===== config.mk =====
export PLATFORM = sky130hd
export DESIGN_NAME = register_reader
export DESIGN_NICKNAME = d
export VERILOG_FILES = /design/src/rtl/register_reader.sv
export SDC_FILE = /design/constraint.sdc
export NUM_CORES = 1
export LEC_CHECK = 0
export ABC_AREA = 1
export ABC_CLOCK_PERIOD_IN_PS = 1320
export CAP_MARGIN = 40
export CORE_MARGIN = 10
export CORE_UTILIZATION = 43
export CTS_CLUSTER_DIAMETER = 200
export DETAILED_ROUTE_END_ITERATION = 7
export PLACE_DENSITY = 0.8
export SETUP_SLACK_MARGIN = 0.4
export SYNTH_ARGS = -nofsm -noshare
export SYNTH_HDL_FRONTEND = slang
export SYNTH_SLANG_ARGS = --single-unit

===== constraint.sdc =====
create_clock -name clk -period 1.32 [get_ports clk]
set_input_delay 0.264 -clock clk [delete_from_list [all_inputs] [get_ports clk]]
set_output_delay 0.264 -clock clk [all_outputs]
set_load 0.05 [all_outputs]

===== src/rtl/register_reader.sv =====
// register_reader: sends a register as a framed byte stream (header byte
// REG_ID, then the register snapshot MSB first) and then pulses read_ack.
// Requests that arrive while a frame is in flight are held in a one-deep
// pending flag and served once the block has returned to IDLE.
module register_reader #(
  parameter int         DATA_BYTES  = 4,
  parameter logic [7:0] REG_ID      = 8'h00,
  parameter bit         AUTO_REPORT = 1'b0
) (
  input  logic                    clk,
  input  logic                    reset,
  input  logic                    read_req,
  input  logic                    changed,
  input  logic [8*DATA_BYTES-1:0] data,
  input  logic                    tx_ready,
  output logic                    tx_valid,
  output logic [7:0]              tx_byte,
  output logic                    read_ack,
  output logic                    busy
);

  localparam int IDX_W = (DATA_BYTES > 1) ? $clog2(DATA_BYTES) : 1;
  localparam logic [IDX_W-1:0] LAST_IDX = IDX_W'(DATA_BYTES - 1);

  typedef enum logic [1:0] {
    ST_IDLE   = 2'b00,
    ST_HEADER = 2'b01,
    ST_DATA   = 2'b10,
    ST_ACK    = 2'b11
  } state_t;

  state_t                  r_state;
  state_t                  w_next_state;
  logic [IDX_W-1:0]        r_idx;
  logic [IDX_W-1:0]        w_next_idx;
  logic                    r_pending;
  logic                    w_next_pending;
  logic [8*DATA_BYTES-1:0] r_snap;
  logic [8*DATA_BYTES-1:0] w_next_snap;
  logic                    r_read_ack;
  logic                    r_busy;
  logic                    w_trigger;
  logic                    w_xfer;
  logic [IDX_W-1:0]        w_sel;
  logic [8*DATA_BYTES-1:0] w_shifted;

  // A pending request counts as a trigger so it is served on the first IDLE cycle.
  assign w_trigger = read_req | (AUTO_REPORT & changed) | r_pending;
  assign w_xfer    = tx_valid & tx_ready;

  // Byte index counts up, but the register goes out most significant byte first.
  assign w_sel     = LAST_IDX - r_idx;
  assign w_shifted = r_snap >> {w_sel, 3'b000};

  // State register plus registered read_ack/busy derived from the next state.
  always_ff @(posedge clk) begin
    if (!reset) begin
      r_state    <= ST_IDLE;
      r_idx      <= '0;
      r_pending  <= 1'b0;
      r_snap     <= '0;
      r_read_ack <= 1'b0;
      r_busy     <= 1'b0;
    end else begin
      r_state    <= w_next_state;
      r_idx      <= w_next_idx;
      r_pending  <= w_next_pending;
      r_snap     <= w_next_snap;
      r_read_ack <= (w_next_state == ST_ACK);
      r_busy     <= (w_next_state != ST_IDLE);
    end
  end

  // Next-state, index, pending and snapshot logic.
  always_comb begin
    w_next_state   = r_state;
    w_next_idx     = r_idx;
    w_next_pending = r_pending;
    w_next_snap    = r_snap;
    case (r_state)
      ST_IDLE: begin
        if (w_trigger) begin
          w_next_state   = ST_HEADER;
          w_next_snap    = data;
          w_next_pending = 1'b0;
          w_next_idx     = '0;
        end else begin
          w_next_state   = ST_IDLE;
        end
      end
      ST_HEADER: begin
        w_next_pending = r_pending | read_req;
        if (w_xfer) begin
          w_next_state = ST_DATA;
          w_next_idx   = '0;
        end else begin
          w_next_state = ST_HEADER;
        end
      end
      ST_DATA: begin
        w_next_pending = r_pending | read_req;
        if (w_xfer) begin
          if (r_idx == LAST_IDX) begin
            w_next_state = ST_ACK;
            w_next_idx   = '0;
          end else begin
            w_next_idx   = r_idx + IDX_W'(1);
          end
        end else begin
          w_next_state = ST_DATA;
        end
      end
      ST_ACK: begin
        w_next_pending = r_pending | read_req;
        w_next_state   = ST_IDLE;
      end
      default: begin
        w_next_state   = ST_IDLE;
        w_next_idx     = '0;
        w_next_pending = 1'b0;
      end
    endcase
  end

  // Byte-stream outputs decoded from the registered state.
  always_comb begin
    tx_valid = 1'b0;
    tx_byte  = 8'h00;
    case (r_state)
      ST_HEADER: begin
        tx_valid = 1'b1;
        tx_byte  = REG_ID;
      end
      ST_DATA: begin
        tx_valid = 1'b1;
        tx_byte  = w_shifted[7:0];
      end
      default: begin
        tx_valid = 1'b0;
        tx_byte  = 8'h00;
      end
    endcase
  end

  assign read_ack = r_read_ack;
  assign busy     = r_busy;

endmodule

# Word level (Yosys, flattened, before mapping)
# Index checks and enable logic that the tools add are counted.
# W data, S select, Z words.
dict set report classes {
  n_eq_ne 8
  n_addsub 2
  muxes 14
  n_reduce_logical 7
  shifts 1
  bitwise_logic 2
}
# op n
set ops {}
lappend ops {{$shr A32 B5 Y8} 1}
lappend ops {{$mux W2} 7}
lappend ops {{$eq A2 B2 Y1 const B} 4}
lappend ops {{$mux W8} 1}
lappend ops {{$pmux W2 S4} 1}
lappend ops {{$ne A2 B2 Y1 const B} 3}
lappend ops {{$pmux W2 S3} 1}
lappend ops {{$reduce_and A4 Y1} 1}
lappend ops {{$mux W1} 3}
lappend ops {{$reduce_bool A3 Y1} 1}
lappend ops {{$reduce_or A3 Y1} 1}
lappend ops {{$add A2 B1 Y2 const B} 1}
lappend ops {{$eq A2 B1 Y1 const B} 1}
lappend ops {{$logic_not A2 Y1} 1}
lappend ops {{$pmux W1 S2} 1}
lappend ops {{$reduce_and A2 Y1} 1}
lappend ops {{$reduce_bool A2 Y1} 1}
lappend ops {{$reduce_or A2 Y1} 1}
lappend ops {{$sub A2 B2 Y2 const A} 1}
lappend ops {{$and A1 B1 Y1} 1}
lappend ops {{$or A1 B1 Y1} 1}
dict set report totals {
  in_bits 37
  output_inout_bits 11
  regBits 39
}

# Logic depth before layout (Yosys ltp)
dict set report depth {
  word_depth 7
  depth_mapped 8
  ltp_nobuf 8
}

# Least setup slack after synthesis
# Ideal clock, no wire load.
dict set report synth_path {
  path_kind {register -> output}
  start {register r_idx[0]}
  end {output port tx_byte[6]}
  setup_slack_ns -0.533
  n_path_buf 2
  path_stages_with_launch 7
  arrival_time_ns 1.589
  t_required_ns 1.056
  cell_sequence {dfxtp_1 -> buf_4 -> buf_4 -> nor2_1 -> nor2_1 -> o21ai_0 -> a21oi_1}
}
dict set report synth_between {
  elab_chain_len 3
}
# item line_no
set synth_lines {}
lappend synth_lines {{from (decl)} 34} ;# logic [IDX_W-1:0] r_idx;
lappend synth_lines {{from (signal assigned)} 66} ;# r_idx <= w_next_idx;
lappend synth_lines {{$sub A2 B2 Y2} 52} ;# assign w_sel = LAST_IDX - r_idx;
lappend synth_lines {{$shr A32 B5 Y8} 53} ;# assign w_shifted = r_snap >> {w_sel, 3'b000};
lappend synth_lines {{$mux W8} 129} ;# case (r_state)
lappend synth_lines {{to (decl)} 17} ;# output logic [7:0] tx_byte,
# No other way between the ends.

# Worst setup path in the final report
dict set report layout_path {
  start {register r_idx[0]}
  end {output port tx_byte[7]}
}
# The elaborated chain is that of the path after synthesis.

==> out/summary.txt <==
Outcome -> finished with violations
Failing checks -> setup timing
Mapped cell area -> 1819 sq um
Worst-path clk slew -> 0.07 ns
Max cap viols -> 0
Congestion Overflow GR -> 0
Setup TNS -> -3.811 ns
Vias in the first global route -> 2002
Synth area leaders -> dfxtp_1 (43%), nor2_1 (19%), o21ai_0 (11%), buf_6 (3.7%), a21oi_1 (3.6%)
Detailed Routing Iterations Pass 1 -> 5
Number of unique standard cell types used by synthesis -> 20
Clock Skews -> 0.005106 ns
CTS Buffer Depth -> 2
Final setup fails -> 14
CP Data Required Time -> 1.06 ns
Reg power frac -> 42.2%
CP startpoint kind -> register
Register area share after synthesis -> 42.92%
Cell Pwr Density -> 1025 nW/um^2
Cell-internal power -> 0.002174 W
Chip height -> 85.05 microns
Final period utilization -> 135.4%
Post-route DRC -> 0
First-pass GRT wire length -> 9.508 mm
Comb pwr share -> 34.9%
FILL cells -> 252
Hold crit path type -> reg2reg
Peak VDD IR -> 0.7398 mV
Synth top area share -> 42.92%
Initial antenna violation count -> 0
Fin. Hold Viols -> 0
Core region area -> 4058 sq um
Final net count -> 359
Starting DRT DRC Count -> 213
Critical Path Sink Type -> primary output
Psw -> 0.001136 W
Clock Sinks -> 39
Worst path slowest cell -> dfxtp_4
Placed cell count -> 350
DR vias -> 2012
Achievable frequency -> 559.5 MHz
Finished Layout Cells -> 366
Buf/Inv on CP -> 2
Post-synth top area cell -> dfxtp_1
WS Path Type -> reg2out
CTS tree -> done
GPL Wtd Cong -> 0.7862
Depth of the CTS H-tree -> 2
Slew at the pin closest to its max-slew limit -> 0.2827 ns
Ant. Diodes -> 0
Critical Path AT -> 1.52 ns
Slew headroom -> 81.03%
FP Rows -> 23
Post-route setup slack -> -0.4672 ns
Cts bufs inserted -> 5
Routed wire length per instance -> 17.96 microns
Clock network fraction of total power -> 22.9%
Crit path max-delay family -> flip-flops
Share of cells above drive strength 1 -> 41.46%
Worst path max stage delay -> 0.42 ns
Hpwl dp -> 3.695 mm
Switching Share -> 34.32%
Root Buffer -> clkbuf_8
Leakage -> 1.210 nW
CP Cell Sequence -> buf_4 -> nor2_1 -> nor2_1 -> o21ai_1 -> a21oi_4 -> buf_12
PortBufs -> 46
Slew Limit Fails -> 0
Post-synthesis average cell area -> 7.219 sq um
Crit-path max FO -> 6
Synthesized netlist net count -> 294
Most used cell, CP -> nor2_1
Synth warn -> 0
Vias/cell -> 5.497
Post-Route WL -> 6.572 mm
Minimum clock period -> 1.787 ns
Pin count of the biggest net entering global routing -> 33
DIE WIDTH -> 85.05 microns
Hold_ws -> 0.5082 ns
Synth Register Bits -> 39
IO Count -> 48
Die ar. -> 7233 sq um
Area grow syn2layout -> 77.44%
Total GRT Usage -> 15.85%
Mapped Cells -> 252
Routed Antenna Nets -> 0
Post-layout util -> 79.56%
Unrepaired setup endpoints after global routing -> yes
Clk_lat worst skew -> 0.30 ns
Initial Util -> 44.84%
## power groups by stage
stage | logic, W | clock network, W | registers, W
after detailed placement | 0.000782 | 0 | 0.00139
final | 0.00116 | 0.000756 | 0.00140
after CTS | 0.000996 | 0.000756 | 0.00138
after global routing | 0.00123 | 0.000800 | 0.00141
after global placement | 0.000756 | 0 | 0.00139
after floorplan | 0.000524 | 0 | 0.00138
## metrics by stage
stage               setup WS [ns]  total power (W)  instance area [sq um]
floorplan                -0.06136         0.001902                   1988
global placement          -0.1894         0.002149                   2625
detailed placement        -0.2501         0.002177                   2625
CTS                       -0.3754         0.003127                   3053
global route              -0.5082         0.003441                   3228
finish                    -0.4672         0.003310                   3228
## cells by family after synthesis
family                     after synthesis  synth area share [%]
adders and majority gates                5                 3.439
DFF                                     39                 42.92
AOI/OAI and AO/OA                       63                 17.33
buffers and inverters                   26                 8.665
and+or+nand+nor                        119                 27.65
## cell usage in the layout, fill, tap and decap left out, types with 3 or more instances in the layout
cell	instances
o21ai_1	35
o21ai_0	8
buf_6	6
a21oi_4	8
buf_12	14
buf_4	12
nor2_2	13
dfxtp_1	33
clkbuf_8	5
ha_4	4
o21ai_2	7
a21oi_1	3
clkdlybuf4s50_1	35
dfxtp_2	4
inv_1	5
nand2_1	6
nor2_4	33
nand2_2	3
nor2_1	56
inv_4	4
## metal layers
metal | track usage, % | part of all wire (%) | up-vias
met2 | 28.07 | 52 | 114
met1 | 17.25 | 37 | 941
met4 | 4.491 | 2.0 | 0
met3 | 5.736 | 8.8 | 14
li1 | - | - | 943
met5 | 0 | 0 | -
## sequential cells by signal (all words and copies together) (netlist names)
signal,count
read_ack,1
busy,1
r_pending,1
r_state,2
r_snap,32
r_idx,2
## final cells by class
type	instances	area, sq um	share of cell area (%)
tap	50	62.56	1.938
inverter	12	75.07	2.326
multi-input combinational	187	1345	41.67
clock buffer	6	72.57	2.248
sequential	39	793.3	24.57
timing repair inverter	1	11.26	0.3488
timing repair buffer	71	868.3	26.90
## timing repair
action,4_1_cts,5_1_grt
gates resized for setup,106,29
setup buffers,5,2
gates cloned,0,3
hold buffers,0,0
endpoints found under the hold margin,0,0
pin swaps,10,10
endpoints found under the setup margin,49,50
## worst min-delay path: cells and delay by family (launching register included)
| kind | cells | cell delay (ns) |
|---|---|---|
| and+or+nand+nor | 1 | 0.07 |
| DFF | 1 | 0.33 |
| AOI/OAI and AO/OA | 1 | 0.07 |
## final timing paths
check / endpoint / from / cells past startpoint / slack, ns
worst min-delay path: r_snap[8]$_SDFFE_PN0P_ / r_snap[8]$_SDFFE_PN0P_ / 2 / 0.51
worst min register to register: r_snap[8]$_SDFFE_PN0P_ / r_snap[8]$_SDFFE_PN0P_ / 2 / 0.51
worst max register to register: busy$_SDFF_PN0_ / r_idx[0]$_SDFFE_PN0P_ / 8 / -0.13
worst max-delay path: tx_byte[7] / r_idx[0]$_SDFFE_PN0P_ / 6 / -0.47
## Yosys cell counts
master and n:
nor2_2 10, clkbuf_2 3, buf_4 2, o21ai_0 40
ha_1 5, nor3_1 1, inv_4 1, clkbuf_1 2
inv_2 3, inv_1 8, nor2_8 1, dfxtp_1 39
nor2_4 1, a21oi_1 13, nand2_1 10, nand3_1 5
buf_6 6, buf_2 1, o21ai_1 10, nor2_1 91
Note: power is estimated with default switching activity, not from simulation.
==> variant 1: new RTL, same flow settings <==
The 4 states of `state_t` get a one-hot encoding in 4 bits.
--- a/src/rtl/register_reader.sv
+++ b/src/rtl/register_reader.sv
@@ -24,7 +24,7 @@
 
-  typedef enum logic [1:0] {
-    ST_IDLE   = 2'b00,
-    ST_HEADER = 2'b01,
-    ST_DATA   = 2'b10,
-    ST_ACK    = 2'b11
+  typedef enum logic [3:0] {
+    ST_IDLE   = 4'b0001,
+    ST_HEADER = 4'b0010,
+    ST_DATA   = 4'b0100,
+    ST_ACK    = 4'b1000
   } state_t;
Behaviour: no difference found for any inputs over 10 cycles, from zero or initial values and one cycle with reset low; not proved beyond that.
==> variant 1 against the unedited design <==
The run now fails in global routing; synthesized cell count is 3.6% higher; synthesized area is 1.1% lower.
==> variant 1: results (changes against the unedited design) <==
\begin{tabular}{lr}
\hline
Metric & Value \\
\hline
\multicolumn{2}{l}{\textbf{Run status}} \\
Status & stopped before the end \\
Last flow stage reached & global routing \\
First reported error & [ERROR DPL-0033] detailed placement checks failed during check placement. \\
\multicolumn{2}{l}{\textbf{Placed design}} \\
Gpl congestion & 0.838 (+6.6\%) \\
Total instance count after detailed placement & 362 (+3.4\%) \\
DP Area & 2670 um\^{}2 (+1.7\%) \\
Pre-CTS setup slack & -0.175 ns (+0.0747 ns) \\
HPWL after detailed placement & 3610 um (-2.4\%) \\
Buffers on Ports & 46 (unchanged) \\
\multicolumn{2}{l}{\textbf{Logic synthesis}} \\
Post-synthesis async set-or-reset flop share & 0 (unchanged) \\
Unique cell type count in the Yosys netlist & 19 (-5.0\%) \\
Commonest register cell after synthesis & sky130\_fd\_sc\_hd\_\_dfxtp\_1 \\
Synthesized net count & 299 (+1.7\%) \\
Leading cell types by total area after synthesis & sky130\_fd\_sc\_hd\_\_dfxtp\_1 46\%, sky130\_fd\_sc\_hd\_\_nor2\_1 22\%, sky130\_fd\_sc\_hd\_\_o21ai\_0 12\% \\
Warnings from Yosys & 0 (unchanged) \\
Post-synthesis average cell area & 6.89 um\^{}2 (-4.5\%) \\
Share of the yosys chip area belonging to registers & 0.456 (+0.0270) \\
Post-synth top cells & 105 x sky130\_fd\_sc\_hd\_\_nor2\_1, 42 x sky130\_fd\_sc\_hd\_\_o21ai\_0, 41 x sky130\_fd\_sc\_hd\_\_dfxtp\_1, 12 x sky130\_fd\_sc\_hd\_\_inv\_1, 12 x sky130\_fd\_sc\_hd\_\_nand2\_1 \\
\multicolumn{2}{l}{\textbf{CTS}} \\
Clock sinks & 41 (+5.1\%) \\
Num CTS Buffers & 5 (unchanged) \\
Root buffer cell & sky130\_fd\_sc\_hd\_\_clkbuf\_8 \\
Bufs on Longest Clock Path & 2 (unchanged) \\
Depth of the CTS H-tree & 2 (unchanged) \\
\multicolumn{2}{l}{\textbf{Global routing}} \\
Number of antenna violations at the first check in global routing & 0 \\
Maximum number of pins on one net before global-route repair & 19 \\
\multicolumn{2}{l}{\textbf{Timing}} \\
Worst EP Category & output port \\
Last reported worst endpoint of the global-route repair pass & tx\_byte[7] \\
\multicolumn{2}{l}{\textbf{Die}} \\
Die W & 84.7 um (-0.42\%) \\
\hline
\end{tabular}
-- variant 1: changes by cell type after synthesis, moves of 3 or more --
cell | unedited run | this run
sky130_fd_sc_hd__nor2_2 | 10 | 1
sky130_fd_sc_hd__a21oi_1 | 13 | 10
sky130_fd_sc_hd__clkbuf_1 | 2 | 5
sky130_fd_sc_hd__nor2_1 | 91 | 105
sky130_fd_sc_hd__buf_6 | 6 | 3
sky130_fd_sc_hd__buf_2 | 1 | 6
sky130_fd_sc_hd__clkbuf_2 | 3 | 0
sky130_fd_sc_hd__ha_1 | 5 | 1
sky130_fd_sc_hd__inv_1 | 8 | 12
-- variant 1: cell families after synthesis --
logic type,Yosys count,synth area share
AOI/OAI and AO/OA,60,0.167
adders and majority gates,1,0.00695
buffers and inverters,28,0.0772
DFF,41,0.456
and+or+nand+nor,131,0.293
-- variant 1: what timing repair did --
action,4_1_cts
setup endpoints to repair,52
resized for setup,142
hold endpoints to repair,0
buffers inserted,16
pin swaps,33
cloned,7
==> variant 2: new RTL, config.mk and constraints unchanged <==
Without the edit above. The parameter `AUTO_REPORT` goes from 1'b0 to 1'b1.
--- a/src/rtl/register_reader.sv
+++ b/src/rtl/register_reader.sv
@@ -7,3 +7,3 @@
   parameter logic [7:0] REG_ID      = 8'h00,
-  parameter bit         AUTO_REPORT = 1'b0
+  parameter bit         AUTO_REPORT = 1'b1
 ) (
Behaviour: not the same (Yosys sat finds a counterexample within 4 cycles, from zero or initial values and one cycle with reset low).
==> variant 2 against the unedited design <==
The flow still finishes with violations (negative setup slack); routed wire length grew 27%; synthesized area rose by 6.5%; hold slack lost 0.0024 ns; sequential power up 7%; total power is 36% higher; critical path depth did not move; sequential cell count is the same; setup slack got worse by 0.044 ns; cell count grew 7.4%; design area rose by 16%; critical path type unchanged; critical endpoint is now tx_byte[2]; largest cell class unchanged.
==> variant 2: results (changes against the unedited design) <==
\begin{tabular}{lr}
\hline
Metric & Value \\
\hline
\multicolumn{2}{l}{\textbf{Global routing}} \\
Maximum number of pins on one net before global-route repair & 21 (-36\%) \\
Via count of the first global-routing pass & 2246 (+12\%) \\
Global-route wire length before repair & 11400 um (+20\%) \\
Total GRT Usage & 0.190 (+0.0316) \\
\multicolumn{2}{l}{\textbf{Placed design}} \\
Total instance count after detailed placement & 372 (+6.3\%) \\
Buffers on Ports & 47 (+2.2\%) \\
HPWL after detailed placement & 4000 um (+8.2\%) \\
Gpl congestion & 0.807 (+2.6\%) \\
\multicolumn{2}{l}{\textbf{Logic synthesis}} \\
Synth Area in Compound Gates & 0.154 (-0.0196) \\
Unique cell type count in the Yosys netlist & 23 (+15\%) \\
Share of the yosys chip area belonging to registers & 0.403 (-0.0261) \\
Commonest register cell after synthesis & sky130\_fd\_sc\_hd\_\_dfxtp\_1 \\
Post-synthesis average cell area & 7.45 um\^{}2 (+3.2\%) \\
Post-synth top cells & 73 x sky130\_fd\_sc\_hd\_\_nor2\_1, 44 x sky130\_fd\_sc\_hd\_\_o21ai\_0, 39 x sky130\_fd\_sc\_hd\_\_dfxtp\_1, 31 x sky130\_fd\_sc\_hd\_\_nor2\_2, 14 x sky130\_fd\_sc\_hd\_\_nand2\_1 \\
Synthesized net count & 302 (+2.7\%) \\
\multicolumn{2}{l}{\textbf{Run status}} \\
Violated checks & negative setup slack \\
Status & finished, violations left \\
\multicolumn{2}{l}{\textbf{Cells and area}} \\
Number of fill cells & 186 (-26\%) \\
Number of non-filler instances in the completed layout & 393 (+7.4\%) \\
Final-stage net count & 382 (+6.4\%) \\
Layout cell share with drive strength beyond 1 & 0.581 (+0.166) \\
\multicolumn{2}{l}{\textbf{Power}} \\
Static leakage power & 1.44 nW (+19\%) \\
Worst vdd ir & 1140 uV (+54\%) \\
\multicolumn{2}{l}{\textbf{Timing}} \\
Final setup fails & 29 (+15) \\
Measured slew at the worst slew-check pin & 0.441 ns (+0.159 ns) \\
Post-route clock skew & 0.0142 ns (+0.00911 ns) \\
Final setup margin & -0.511 ns (-0.0442 ns) \\
\multicolumn{2}{l}{\textbf{Min path}} \\
Hold wc startpoint & r\_snap[0]\$\_SDFFE\_PN0P\_ \\
End point of the worst hold path & r\_snap[0]\$\_SDFFE\_PN0P\_ \\
\multicolumn{2}{l}{\textbf{CTS}} \\
Later-pin clock latency in the skew report & 0.31 ns \\
\multicolumn{2}{l}{\textbf{Setup path}} \\
Crit-path max cell delay & 0.46 ns (+0.04 ns) \\
Capture instance of the worst register-to-register path & r\_snap[21]\$\_SDFFE\_PN0P\_ \\
Worst Path Arrival & 1.57 ns (+0.05 ns) \\
Max FO, Critical Path & 8 (+2) \\
Reg2Reg Launch Point & r\_state[1]\$\_SDFF\_PN0\_ \\
\multicolumn{2}{l}{\textbf{Detailed routing}} \\
Number of optimization iterations in the first detailed-route pass & 4 (-1) \\
Number of vias per cell after detailed routing & 5.57 (+1.3\%) \\
Initial drt markers & 192 (-9.9\%) \\
\hline
\end{tabular}
==> variant 2: layer usage <==
metal / track usage / share of wire
met2: 0.314 / 0.53
met5: 0 / 0
met1: 0.214 / 0.39
met4: 0.0899 / 0.030
met3: 0.0646 / 0.058
==> variant 2: report_power, final <==
group,internal [mW],switching [mW],total [mW]
clock network,0.756,0.463,1.22
registers,1.32,0.180,1.50
logic,0.854,0.929,1.78
total,2.93,1.57,4.50
==> variant 2: cell families (layout without fill, tap and decap cells) <==
kind of cell    Yosys count  after routing
flops                    39             39
fa+ha+maj                 5              5
simple gates            129            130
buf+inv                  28            108
compound gates           59             59
==> variant 2: worst max path at each step <==
stage / slack [ns] / cells past startpoint / to / start
after floorplan: -0.07 / 6 / tx_byte[0] / r_idx[0]$_SDFFE_PN0P_
after global placement: -0.14 / 6 / tx_byte[4] / r_idx[0]$_SDFFE_PN0P_
after detailed placement: -0.16 / 7 / r_snap[16]$_SDFFE_PN0P_ / read_req
after CTS: -0.39 / 6 / tx_byte[5] / r_idx[0]$_SDFFE_PN0P_
after global routing: -0.58 / 5 / tx_byte[2] / r_idx[1]$_SDFFE_PN0P_
final: -0.51 / 6 / tx_byte[2] / r_idx[0]$_SDFFE_PN0P_
==> variant 2: stage by stage <==
step / setup TNS [ns] / setup slack, ns / instance area [um^2] / hold WS [ns]
finish: -5.22 / -0.511 / 3730 / 0.506
detailed placement: -5.76 / -0.158 / 2840 / 0.478
floorplan: -0.530 / -0.0663 / 2090 / 0.410
global route: -7.12 / -0.577 / 3730 / 0.511
CTS: -3.66 / -0.394 / 3460 / 0.483
global placement: -4.90 / -0.140 / 2840 / 0.467
==> variant 2: layout make-up <==
cell class / instances / share of cell area
multi-input combinational: 194 / 0.419
sequential: 39 / 0.213
inverter: 14 / 0.0228
tap: 52 / 0.0174
timing repair buffer: 86 / 0.292
clock inverter: 2 / 0.0161
clock buffer: 6 / 0.0195
==> variant 2: what timing repair did <==
item / in CTS / in global routing
gates cloned: 4 / 0
setup endpoints to repair: 49 / 50
pin swaps: 25 / 36
setup buffers: 8 / 1
hold buffers: 0 / 0
resized for setup: 80 / 76
==> variant 2: critical path, delay by kind of cell, from the launching register on <==
family	cells	cell delay, ns
AOI/OAI and AO/OA	2	0.29
buffers and inverters	2	0.31
DFF	1	0.46
and+or+nand+nor	2	0.19
